$ cat src/rtl/ldpc_pkg.sv
// Shared types and helpers for the LDPC frame iteration controller.
// Holds the default geometry, the controller state encoding and circulant shift-table helpers.
package ldpc_pkg;

  localparam int DATA_W_DEF = 8;
  localparam int R_DEF      = 5;
  localparam int C_DEF      = 3;
  localparam int D_DEF      = 8;
  localparam int TAB_MAX_W  = 2048;

  typedef enum logic [2:0] {LOAD, CLEAR, RUN, CHECK, OUT} state_t;

  function automatic logic [7:0] shift_of(input logic [TAB_MAX_W-1:0] tab,
                                          input int i, input int j, input int r = R_DEF);
    return tab[(i*r+j)*8 +: 8];
  endfunction

  // Default base matrix: block (i,j) is the identity cyclically shifted by (i*j) mod d.
  function automatic logic [TAB_MAX_W-1:0] default_shift_tab(input int c, input int r, input int d);
    logic [TAB_MAX_W-1:0] t;
    t = '0;
    for (int i = 0; i < c; i++)
      for (int j = 0; j < r; j++)
        t[(i*r+j)*8 +: 8] = 8'((i*j) % d);
    return t;
  endfunction

endpackage

$ cat src/rtl/ldpc_syndrome.sv
// Combinational syndrome of a hard-decision word against the quasi-cyclic base matrix.
// Check (i,k) XORs bit (k+shift(i,j)) mod D of every variable group j.
module ldpc_syndrome import ldpc_pkg::*; #(
  parameter int C = C_DEF,
  parameter int R = R_DEF,
  parameter int D = D_DEF,
  parameter logic [C*R*8-1:0] SHIFT_TAB = (C*R*8)'(default_shift_tab(C, R, D))
) (
  input  logic [R*D-1:0] hard,
  output logic [C*D-1:0] syn,
  output logic           zero
);

  localparam logic [TAB_MAX_W-1:0] TAB = TAB_MAX_W'(SHIFT_TAB);

  always_comb begin
    syn = '0;
    for (int i = 0; i < C; i++)
      for (int k = 0; k < D; k++)
        for (int j = 0; j < R; j++)
          syn[i*D+k] = syn[i*D+k] ^ hard[j*D + ((k + int'(shift_of(TAB, i, j, R))) % D)];
  end

  assign zero = ~|syn;

endmodule

$ cat src/rtl/ldpc_iter_ctrl.sv
// Frame-level LDPC iteration controller: buffers channel LLRs, sequences clear/iterate
// phases with syndrome-based early exit, then streams the hard decisions out.
module ldpc_iter_ctrl import ldpc_pkg::*; #(
  parameter int DATA_W   = DATA_W_DEF,
  parameter int R        = R_DEF,
  parameter int C        = C_DEF,
  parameter int D        = D_DEF,
  parameter int MAX_ITER = 10,
  parameter int ITER_LAT = 4,
  parameter logic [C*R*8-1:0] SHIFT_TAB = (C*R*8)'(default_shift_tab(C, R, D)),
  localparam int IW = $clog2(MAX_ITER+1)
) (
  input  logic                  clk,
  input  logic                  rst,
  input  logic                  in_valid,
  output logic                  in_ready,
  input  logic [DATA_W*D-1:0]   in_llr,
  output logic [DATA_W*R*D-1:0] arr_llr,
  output logic                  arr_clr,
  output logic                  arr_run,
  input  logic [R*D-1:0]        dec_in,
  output logic                  out_valid,
  input  logic                  out_ready,
  output logic [D-1:0]          out_bits,
  output logic                  out_last,
  output logic [IW-1:0]         out_iters,
  output logic                  out_ok
);

  localparam int BW = (R > 1) ? $clog2(R) : 1;
  localparam int LW = (ITER_LAT > 1) ? $clog2(ITER_LAT) : 1;
  localparam int GW = DATA_W*D;

  state_t          state, state_nxt;
  logic [BW-1:0]   beat;
  logic [LW-1:0]   lat;
  logic [IW-1:0]   iter;
  logic [IW-1:0]   iter_inc;
  logic [R*D-1:0]  hard;
  logic [C*D-1:0]  syn_unused;
  logic            syn_zero;
  logic            ok;
  logic            last_beat;
  logic            last_run;

  ldpc_syndrome #(.C(C), .R(R), .D(D), .SHIFT_TAB(SHIFT_TAB)) u_syn (
    .hard (hard),
    .syn  (syn_unused),
    .zero (syn_zero)
  );

  assign last_beat = (beat == BW'(R-1));
  assign last_run  = (lat == LW'(ITER_LAT-1));
  assign iter_inc  = iter + 1'b1;
  assign out_iters = iter;
  assign out_ok    = ok;

  always_ff @(posedge clk) begin
    if (rst) state <= LOAD;
    else     state <= state_nxt;
  end

  always_comb begin
    state_nxt = state;
    in_ready  = 1'b0;
    arr_clr   = 1'b0;
    arr_run   = 1'b0;
    out_valid = 1'b0;
    out_last  = 1'b0;
    case (state)
      LOAD: begin
        in_ready = 1'b1;
        if (in_valid && last_beat) state_nxt = CLEAR;
      end
      CLEAR: begin
        arr_clr   = 1'b1;
        state_nxt = RUN;
      end
      RUN: begin
        arr_run = 1'b1;
        if (last_run) state_nxt = CHECK;
      end
      CHECK: begin
        // No re-clear between iterations: the arrays keep their messages.
        if (syn_zero || iter_inc == IW'(MAX_ITER)) state_nxt = OUT;
        else                                       state_nxt = RUN;
      end
      OUT: begin
        out_valid = 1'b1;
        out_last  = last_beat;
        if (out_ready && last_beat) state_nxt = LOAD;
      end
      default: state_nxt = LOAD;
    endcase
  end

  always_comb begin
    out_bits = '0;
    for (int b = 0; b < R; b++)
      if (beat == BW'(b)) out_bits = hard[b*D +: D];
  end

  always_ff @(posedge clk) begin
    if (rst) begin
      beat    <= '0;
      lat     <= '0;
      iter    <= '0;
      ok      <= 1'b0;
      arr_llr <= '0;
    end else begin
      case (state)
        LOAD: if (in_valid) begin
          for (int b = 0; b < R; b++)
            if (beat == BW'(b)) arr_llr[b*GW +: GW] <= in_llr;
          beat <= last_beat ? '0 : beat + 1'b1;
        end
        CLEAR: begin
          iter <= '0;
          lat  <= '0;
          ok   <= 1'b0;
        end
        RUN:   lat <= last_run ? '0 : lat + 1'b1;
        CHECK: begin
          iter <= iter_inc;
          ok   <= syn_zero;
        end
        OUT:   if (out_ready) beat <= last_beat ? '0 : beat + 1'b1;
        default: ;
      endcase
    end
  end

  // Hard decisions are sampled on the edge that closes each iteration's last RUN cycle.
  always_ff @(posedge clk) begin
    if (state == RUN && last_run) hard <= dec_in;
  end

endmodule

$ cat config.mk
export PLATFORM = sky130hd
export DESIGN_NAME = ldpc_iter_ctrl
export DESIGN_NICKNAME = d
export VERILOG_FILES = /design/src/rtl/ldpc_pkg.sv /design/src/rtl/ldpc_syndrome.sv /design/src/rtl/ldpc_iter_ctrl.sv
export SDC_FILE = /design/constraint.sdc
export NUM_CORES = 1
export LEC_CHECK = 0
export CORE_MARGIN = 1
export CORE_UTILIZATION = 30
export CTS_BUF_LIST = sky130_fd_sc_hd__clkbuf_16
export DETAILED_ROUTE_END_ITERATION = 8
export GPL_ROUTABILITY_DRIVEN = 0
export PLACE_DENSITY = 0.6
export SYNTH_ARGS = -nofsm -noshare
export SYNTH_HDL_FRONTEND = slang
export SYNTH_SLANG_ARGS = --single-unit
$ cat constraint.sdc
create_clock -name clk -period 2.6 [get_ports clk]
set_input_delay 0.52 -clock clk [delete_from_list [all_inputs] [get_ports clk]]
set_output_delay 0.52 -clock clk [all_outputs]
set_load 0.03 [all_outputs]
==> impl_metrics.yaml, run 1 <==
outcome:
  status: "finished, violations left"
  violations: "setup timing"
worst_hold_path:
  hp-class: "in2reg"
setup_path:
  crit_end: "out_bits[1]"
  start_kind: "register"
  endpoint_kind: "output pin"
  r2r-start: "state[1]$_SDFFE_PP0P_"
  startpoint: "beat[0]$_SDFFE_PP0P_"
  arrival_ns: 2.26
  reg2reg_to: "arr_llr[3]$_SDFFE_PP0P_"
  rrSetupSlack_ns: 0.35
  worstSetupPathType: "reg2out"
  crit_fanout: 5
  cp.required_ns: 2.08
  reg2regPathDepth: 6
place:
  dp_hpwl_mm: 35.1
  dpl.cell_count: 2650
  portBuffers: 445
power:
  p_per_area_nw_per_um2: 698
  leakagePower_nw: 7.32
  irDropWorstVdd_uv: 401
sta:
  clock_skew_ns: 0.0134
  hold_viol: 0
  holdWs_ns: 0.336
  setup_viol: 8
  worst-slew-pin-transition_ns: 0.532
  worst_slack_ns: -0.182
  fin_crit_sh_pct: 107
  setup_tns_ns: -1.11
  slew_viol_final: 0
  period_minus_slack_ns: 2.78
  rsz0062_at_grt: "true"
  max_freq_mhz: 359
  max_slew_margin_pct: 64.4
logic_synthesis:
  syn_nets: 1779
  ys_seq_area_share_pct: 53.7
  synthTopCellsByCount: "602 x nand2_1, 333 x dfxtp_1, 278 x a21oi_1"
  synth.area.top_cells: "dfxtp_1 46%, nand2_1 15%, a21oi_1 9.5%, edfxtp_1 8.2%, a21oi_2 3.6%"
  yosysMostFrequentCell: "nand2_1"
  synth_edf_count: 40
  yosys.area.top_type: "dfxtp_1"
  postSynth.asyncResetShare_pct: 0
  synth_area_um2: 14700
  synth.avg_cell_area_um2: 8.81
  synth_cells: 1663
  synth_top_area_share_pct: 45.5
  synth-seq-cells: 373
  ys_warn_count: 0
  yosys.cell_types.count: 43
  synth_flop_cell: "dfxtp_1"
job:
  drv_cap: 0
finish:
  multiInputGateArea_um2: 6250
  layout.cells.non_filler: 2734
  nFillCells: 4664
  final_nets: 2204
  diodes: 0
  regArea_um2: 7870
  drive_above_1_share_pct: 12.5
  area_growth_pct: 44.8
cts:
  cts_sinks: 373
  cts-root-buf: "clkbuf_16"
  cts_tree: "yes"
  clock_latency_ns: 0.57
  cts_max_level: 2
  path_clk_slew_ns: 0.06
  cts_max_path_buffers: 3
  numCtsBuffers: 42
  cts_hold_buffers: 0
routing:
  drt_iter0_drc: 941
  vias_per_cell: 4.82
  dr.pass1.iters: 5
  routedWlPerCell_um: 19.0
  drc_errors: 0
  finalWirelength_mm: 51.8
  vias: 13200
  antenna_left: 0
floorplanning:
  core_area_um2: 47900
  dieWidth_um: 223
  rows: 80
  boundaryPins: 446
  start_util_pct: 30.6
  die_h_um: 223
  dieArea_um2: 49700
global_route:
  grt_pass1_vias: 12700
  grt_overflow: 0
  grt_pass1_wl_mm: 78.0
  grt_use_total_pct: 20.3
  antenna_found_initial: 0
  grt_max_degree: 83
## sequential cells by signal, indices dropped and copies added, names as in the netlist
register and cells:
state 3, lat 2, beat 3, hard 40
arr_llr 320, out_iters 4, out_ok 1
## worst max-delay path, cell delays in order (launching register included)
cell	delay, ns
dfxtp_4	0.39
inv_4	0.05
ha_4	0.15
nor3b_4	0.16
buf_6	0.13
buf_4	0.12
a222oi_1	0.24
nor3_1	0.08
a21oi_1	0.12
o21ai_1	0.07
buf_4	0.17
## layout by cell type (no fill, tap or decap), types with 4 or more instances in the layout
master,n
nor3b_1,5
nand4_1,4
nor3_1,12
a21oi_1,278
clkdlybuf4s50_1,431
xnor2_1,34
inv_6,4
edfxtp_1,40
buf_6,5
ha_1,4
clkbuf_16,42
nor2_1,19
a21oi_2,60
xnor3_1,22
nand2_1,598
clkinv_1,10
a222oi_1,8
o21ai_0,5
xor2_1,6
nand2_2,61
buf_12,14
buf_4,40
and3_1,5
inv_1,15
dfxtp_1,330
o21ai_1,5
## stage by stage
step           total power, mW  utilization, %  instance area (um^2)  setup slack (ns)
2_1_floorplan             7.96               -                 14700            0.0848
3_3_place_gp              9.16            41.2                 19800             0.116
3_5_place_dp              9.20            41.2                 19800             0.110
4_1_cts                   15.0            44.2                 21200            -0.246
5_1_grt                   15.4            44.3                 21200            -0.313
6_report                  14.8            44.3                 21200            -0.182
## repair_timing
item	CTS	global route
setup endpoints to repair	12	10
gates cloned	0	1
pin swaps	9	11
resized for setup	29	6
buffers inserted	5	3
## logic make-up after synthesis
| group | synth area share [%] |
|---|---|
| and+or+nand+nor | 20.9 |
| DFF | 53.7 |
| AOI/OAI and AO/OA | 14.5 |
| buffers and inverters | 4.41 |
| xor gates and xnor gates | 5.77 |
| adders and majority gates | 0.683 |
| muxes | 0.0683 |
## where the power goes
part	switching, mW	internal, mW	total, mW
sequential	0.154	6.07	6.22
clock	2.42	3.24	5.66
combinational	1.81	1.12	2.93
total	4.38	10.4	14.8
## worst min path at each step
stage,from,end,slack (ns),cells after the start
floorplan,lat[1]$_SDFFE_PP0P_,lat[1]$_SDFFE_PP0P_,0.47,2
global placement,arr_llr[237]$_SDFFE_PP0P_,arr_llr[237]$_SDFFE_PP0P_,0.44,2
detailed placement,arr_llr[303]$_SDFFE_PP0P_,arr_llr[303]$_SDFFE_PP0P_,0.45,2
CTS,rst,arr_llr[29]$_SDFFE_PP0P_,0.31,2
global route,rst,arr_llr[221]$_SDFFE_PP0P_,0.33,2
finish,rst,arr_llr[93]$_SDFFE_PP0P_,0.34,2
## layer usage
metal / vias to the layer above / track usage (%) / share of wire (%)
li1: 6309 / - / -
met1: 6290 / 26.3 / 43
met2: 494 / 33.2 / 47
met3: 74 / 4.86 / 7.6
met4: 0 / 6.70 / 2.6
met5: - / 0 / 0
## cell type report
class / count / area share (%)
Clock buffer: 42 / 4.95
Clock inverter: 33 / 1.14
Inverter: 6 / 0.130
Multi-Input combinational cell: 1170 / 29.5
Sequential cell: 373 / 37.1
Tap cell: 615 / 3.63
Timing Repair Buffer: 495 / 23.6
Power figures use the tool's default switching activity.
==> inputs of run 2 (changes only) <==
--- a/config.mk
+++ b/config.mk
@@ -5,12 +5,14 @@
 export SDC_FILE = /design/constraint.sdc
 export NUM_CORES = 1
 export LEC_CHECK = 0
+export CELL_PAD_IN_SITES_DETAIL_PLACEMENT = 1
+export CELL_PAD_IN_SITES_GLOBAL_PLACEMENT = 1
 export CORE_MARGIN = 1
 export CORE_UTILIZATION = 30
 export CTS_BUF_LIST = sky130_fd_sc_hd__clkbuf_16
 export DETAILED_ROUTE_END_ITERATION = 8
 export GPL_ROUTABILITY_DRIVEN = 0
-export PLACE_DENSITY = 0.6
+export PLACE_DENSITY = 0.76
 export SYNTH_ARGS = -nofsm -noshare
 export SYNTH_HDL_FRONTEND = slang
 export SYNTH_SLANG_ARGS = --single-unit
==> impl_metrics.yaml, run 2 (same netlist as run 1, synthesis figures left out) <==
setup_path:
  cp.required_ns: 2.08
  r2r-start: "hard[13]$_DFFE_PP_"
  rrSetupSlack_ns: 0.44
  worstSetupPathType: "reg2out"
  start_kind: "register"
  reg2regPathDepth: 6
  endpoint_kind: "output pin"
  crit_fanout: 5
  arrival_ns: 2.28
  reg2reg_to: "state[1]$_SDFFE_PP0P_"
power:
  p_sw_mw: 4.48
  p_sw_share_pct: 29.4
  total_power_mw: 15.2
  seqPwrFrac_pct: 40.9
  intPower_mw: 10.7
  irDropWorstVdd_uv: 486
  p_per_area_nw_per_um2: 715
  pwr-share-comb_pct: 19.4
  p_clk_share_pct: 39.8
  leakagePower_nw: 7.33
sta:
  worst_slack_ns: -0.203
  setup_viol: 9
  setup_tns_ns: -1.09
  clock_skew_ns: 0.0217
  hold_viol: 0
  holdWs_ns: 0.398
  rsz0062_at_grt: "true"
  max_slew_margin_pct: 61.0
  slew_viol_final: 0
  worst-slew-pin-transition_ns: 0.585
  max_freq_mhz: 357
  fin_crit_sh_pct: 108
  period_minus_slack_ns: 2.80
finish:
  layout.cells.non_filler: 2730
  drive_above_1_share_pct: 12.3
  final_common_cell: "nand2_1"
  fin_area_um2: 21300
  top_register: "arr_llr"
  final_cell_mix: "598 x nand2_1, 431 x clkdlybuf4s50_1, 330 x dfxtp_1"
  diodes: 0
  largest_reg_flops: 320
  postLayoutCoreUtil_pct: 44.4
  area_growth_pct: 45.4
  nFillCells: 5512
  final_nets: 2197
cts:
  cts-root-buf: "clkbuf_16"
  cts_tree: "yes"
  numCtsBuffers: 43
  path_clk_slew_ns: 0.06
  clock_latency_ns: 0.57
  cts_sinks: 373
  cts_max_path_buffers: 3
  cts_hold_buffers: 0
  cts_max_level: 2
outcome:
  status: "finished, violations left"
  violations: "setup timing"
floorplanning:
  die_h_um: 223
  rows: 80
  boundaryPins: 446
  dieArea_um2: 49700
  core_area_um2: 47900
  start_util_pct: 30.6
  dieWidth_um: 223
place:
  dp_hpwl_mm: 38.9
  dpl.cell_count: 2645
  portBuffers: 445
  pre_cts_slack_ns: 0.174
  placed_area_um2: 19700
worst_hold_path:
  hold_depth: 2
  whs_endpoint: "out_iters[3]$_SDFFE_PP0P_"
  hp-start: "rst"
  hp-class: "in2reg"
routing:
  drc_errors: 0
  vias_per_cell: 4.90
  drt_iter0_drc: 662
  vias: 13400
  routedWlPerCell_um: 20.5
  antenna_left: 0
  finalWirelength_mm: 56.0
  dr.pass1.iters: 7
global_route:
  grt_pass1_vias: 14100
  antenna_found_initial: 0
  grt_use_total_pct: 22.1
  grt_max_degree: 75
  grt_pass1_wl_mm: 84.9
  grt_overflow: 0
job:
  drv_cap: 0
==> run 2: changes by cell type in the layout (fill, tap and decap cells not counted), moves of 2 or more <==
cell       previous run  this run
buf_4                40        28
clkinv_1             10        14
buf_12               14        17
inv_6                 4         1
bufinv_16             3         5
clkbuf_16            42        44
inv_1                15        13
==> run 2: what timing repair did <==
item	4_1_cts	5_1_grt
cloned	0	0
endpoints found under the setup margin	12	10
pin swaps	16	14
gates resized for setup	32	4
buffers inserted	7	0
==> run 2: worst max path at each step <==
| stage | from | to | cells after the start |
|---|---|---|---|
| 6_report | beat[0]$_SDFFE_PP0P_ | out_bits[6] | 9 |
| 5_1_grt | beat[0]$_SDFFE_PP0P_ | out_bits[5] | 9 |
| 4_1_cts | beat[0]$_SDFFE_PP0P_ | out_bits[2] | 9 |
| 3_5_place_dp | beat[0]$_SDFFE_PP0P_ | out_bits[5] | 8 |
| 3_3_place_gp | beat[0]$_SDFFE_PP0P_ | out_bits[6] | 8 |
| 2_1_floorplan | beat[2]$_SDFFE_PP0P_ | out_bits[6] | 7 |
==> run 2: area by class of cell <==
| type | count | area, um^2 | share of cell area (%) |
|---|---|---|---|
| flip-flops and latches | 373 | 7880 | 37.0 |
| clock inverters | 35 | 290 | 1.36 |
| repair buffers | 487 | 4990 | 23.4 |
| well taps | 615 | 769 | 3.61 |
| inverters | 6 | 27.5 | 0.129 |
| clock buffers | 44 | 1100 | 5.17 |
| multi-input cells | 1170 | 6250 | 29.3 |
==> run 2: critical path, cell delays in order (launching register included) <==
cell      delay, ns
dfxtp_4        0.39
inv_4          0.06
ha_4           0.16
nor3b_4        0.15
buf_4          0.14
a222oi_1       0.29
nor3_1         0.08
a21oi_1        0.18
o21ai_2        0.11
buf_12         0.14
==> run 2: power groups by stage <==
stage               clock network (mW)  logic (mW)  registers (mW)
floorplan                            0        1.16            6.79
global placement                     0        2.84            6.32
detailed placement                   0        2.90            6.34
CTS                               6.22        2.97            6.22
global route                      6.45        3.13            6.25
finish                            6.05        2.95            6.22
==> run 2: layer usage <==
layer  global-route usage, %  wire length, um
met1                    26.3            23200
met2                    38.2            27100
met3                    5.31             3750
met4                    8.90             1940
met5                       0                0
==> inputs of run 3 (changes only) <==
--- a/config.mk
+++ b/config.mk
@@ -13,6 +13,7 @@
 export DETAILED_ROUTE_END_ITERATION = 8
 export GPL_ROUTABILITY_DRIVEN = 0
 export PLACE_DENSITY = 0.76
+export SKIP_CTS_REPAIR_TIMING = 1
 export SYNTH_ARGS = -nofsm -noshare
 export SYNTH_HDL_FRONTEND = slang
 export SYNTH_SLANG_ARGS = --single-unit
==> constraint.sdc (replaced) <==
create_clock -name clk -period 2.6 [get_ports clk]
set_input_delay 0.78 -clock clk [delete_from_list [all_inputs] [get_ports clk]]
set_output_delay 0.78 -clock clk [all_outputs]
set_load 0.03 [all_outputs]
==> impl_metrics.yaml, run 3 (same netlist as run 1, synthesis figures left out) <==
outcome:
  status: "finished, violations left"
  violations: "setup timing"
finish:
  postLayoutCoreUtil_pct: 44.9
  regArea_um2: 7870
  multiInputGateArea_um2: 6280
  final_common_cell: "nand2_1"
  final_nets: 2211
  nFillCells: 5483
  largest_reg_flops: 320
  final_cell_mix: "599 x nand2_1, 430 x clkdlybuf4s50_1, 330 x dfxtp_1"
  drive_above_1_share_pct: 13.5
  top_register: "arr_llr"
  area_growth_pct: 47.0
cts:
  cts_tree: "yes"
  cts-root-buf: "clkbuf_16"
  clock_latency_ns: 0.56
  cts_max_path_buffers: 3
  numCtsBuffers: 44
  cts_sinks: 373
  cts_max_level: 2
  path_clk_slew_ns: 0.06
global_route:
  grt_pass1_vias: 14200
  grt_overflow: 0
  gr-usage-met3_pct: 6.47
  busiest_layer: "met2"
  antenna_found_initial: 2
  grt_util_met2_pct: 37.8
  met1_usage_pct: 27.0
  grt_max_degree: 94
  grt_use_total_pct: 22.3
  grt_pass1_wl_mm: 85.1
worst_hold_path:
  hp-class: "reg2reg"
  hp-start: "arr_llr[212]$_SDFFE_PP0P_"
  hold_depth: 2
  whs_endpoint: "arr_llr[212]$_SDFFE_PP0P_"
sta:
  setup_tns_ns: -3.52
  fin_crit_sh_pct: 118
  slew_viol_final: 0
  rsz0062_at_grt: "true"
  setup_viol: 9
  hold_viol: 0
  clock_skew_ns: 0.0198
  period_minus_slack_ns: 3.07
  max_slew_margin_pct: 64.4
  worst-slew-pin-transition_ns: 0.534
  max_freq_mhz: 325
  worst_slack_ns: -0.474
floorplanning:
  dieWidth_um: 223
  die_h_um: 223
  rows: 80
  dieArea_um2: 49700
  core_area_um2: 47900
  boundaryPins: 446
  start_util_pct: 30.6
routing:
  finalWirelength_mm: 56.9
  routedWlPerCell_um: 20.7
  antenna_left: 0
  drt_iter0_drc: 706
  dr.pass1.iters: 5
  vias_per_cell: 4.94
  drc_errors: 0
  vias: 13600
setup_path:
  worstSetupPathType: "reg2out"
  endpoint_kind: "output pin"
  path_buf_inv: 4
  reg2reg_to: "arr_llr[262]$_SDFFE_PP0P_"
  crit_fanout: 7
  cp.required_ns: 1.82
  path_cells: "inv_4 > ha_4 > nor2b_4 > buf_6 > buf_4 > a222oi_1 > nor3_1 > a21oi_1 > o21ai_2 > buf_12"
  rrSetupSlack_ns: 0.48
  crit_family: "compound AO/OA/AOI/OAI gates"
  arrival_ns: 2.29
  start_kind: "register"
  r2r-start: "beat[0]$_SDFFE_PP0P_"
  cpPeakStageDelay_ns: 0.36
  reg2regPathDepth: 9
  crit_slowest_cell: "dfxtp_2"
power:
  total_power_mw: 15.2
  irDropWorstVdd_uv: 474
  p_per_area_nw_per_um2: 707
  leakagePower_nw: 7.46
job:
  drv_cap: 0
place:
  dp_hpwl_mm: 38.7
  portBuffers: 445
[run 3: cell types whose count changed in the layout (fill, tap and decap cells not counted), moves of 4 or more]
cell,delta
o21ai_2,+5
clkinv_2,+7
buf_12,+12
buf_4,+4
o21ai_1,-5
inv_1,-5
[run 3: area by class of cell]
class / count / share of cell area, %
Antenna cell: 2 / 0.0232
Inverter: 6 / 0.128
Clock buffer: 46 / 5.34
Sequential cell: 373 / 36.6
Multi-Input combinational cell: 1170 / 29.2
Tap cell: 615 / 3.57
Timing Repair Buffer: 500 / 24.3
Clock inverter: 32 / 0.947
[run 3: stage by stage]
step / hold slack (ns) / cell area [um^2] / setup slack, ns / instances
global route: 0.470 / 21500 / -0.625 / 2744
global placement: 0.441 / 20000 / -0.0449 / 2661
CTS: 0.455 / 21400 / -0.821 / 2739
detailed placement: 0.447 / 20000 / -0.195 / 2661
finish: 0.451 / 21500 / -0.474 / 2744
floorplan: 0.471 / 14700 / 0.0363 / 1663
[run 3: worst max path at each step]
stage / slack, ns / to / cells past startpoint / start
after floorplan: 0.04 / out_bits[0] / 7 / beat[2]$_SDFFE_PP0P_
after global placement: -0.04 / out_bits[0] / 8 / beat[1]$_SDFFE_PP0P_
after detailed placement: -0.20 / out_bits[0] / 8 / beat[0]$_SDFFE_PP0P_
after CTS: -0.82 / out_bits[0] / 8 / beat[0]$_SDFFE_PP0P_
after global routing: -0.63 / out_bits[0] / 9 / beat[1]$_SDFFE_PP0P_
final: -0.47 / out_bits[5] / 10 / beat[1]$_SDFFE_PP0P_
[run 3: power breakdown]
group	internal, mW	total [mW]	switching (mW)
clock network	3.39	5.88	2.50
logic	1.24	3.12	1.88
registers	6.07	6.22	0.152
total	10.7	15.2	4.53
[run 3: worst min-delay path: stages (launching register included)]
cell and delay, ns:
dfxtp_1 0.30, nand2_1 0.05, a21oi_1 0.05
[run 3: layer usage]
metal | up-vias | wire length (um)
met4 | 0 | 1620
met2 | 409 | 27500
li1 | 6320 | -
met5 | - | 0
met3 | 92 | 4100
met1 | 6738 | 23700
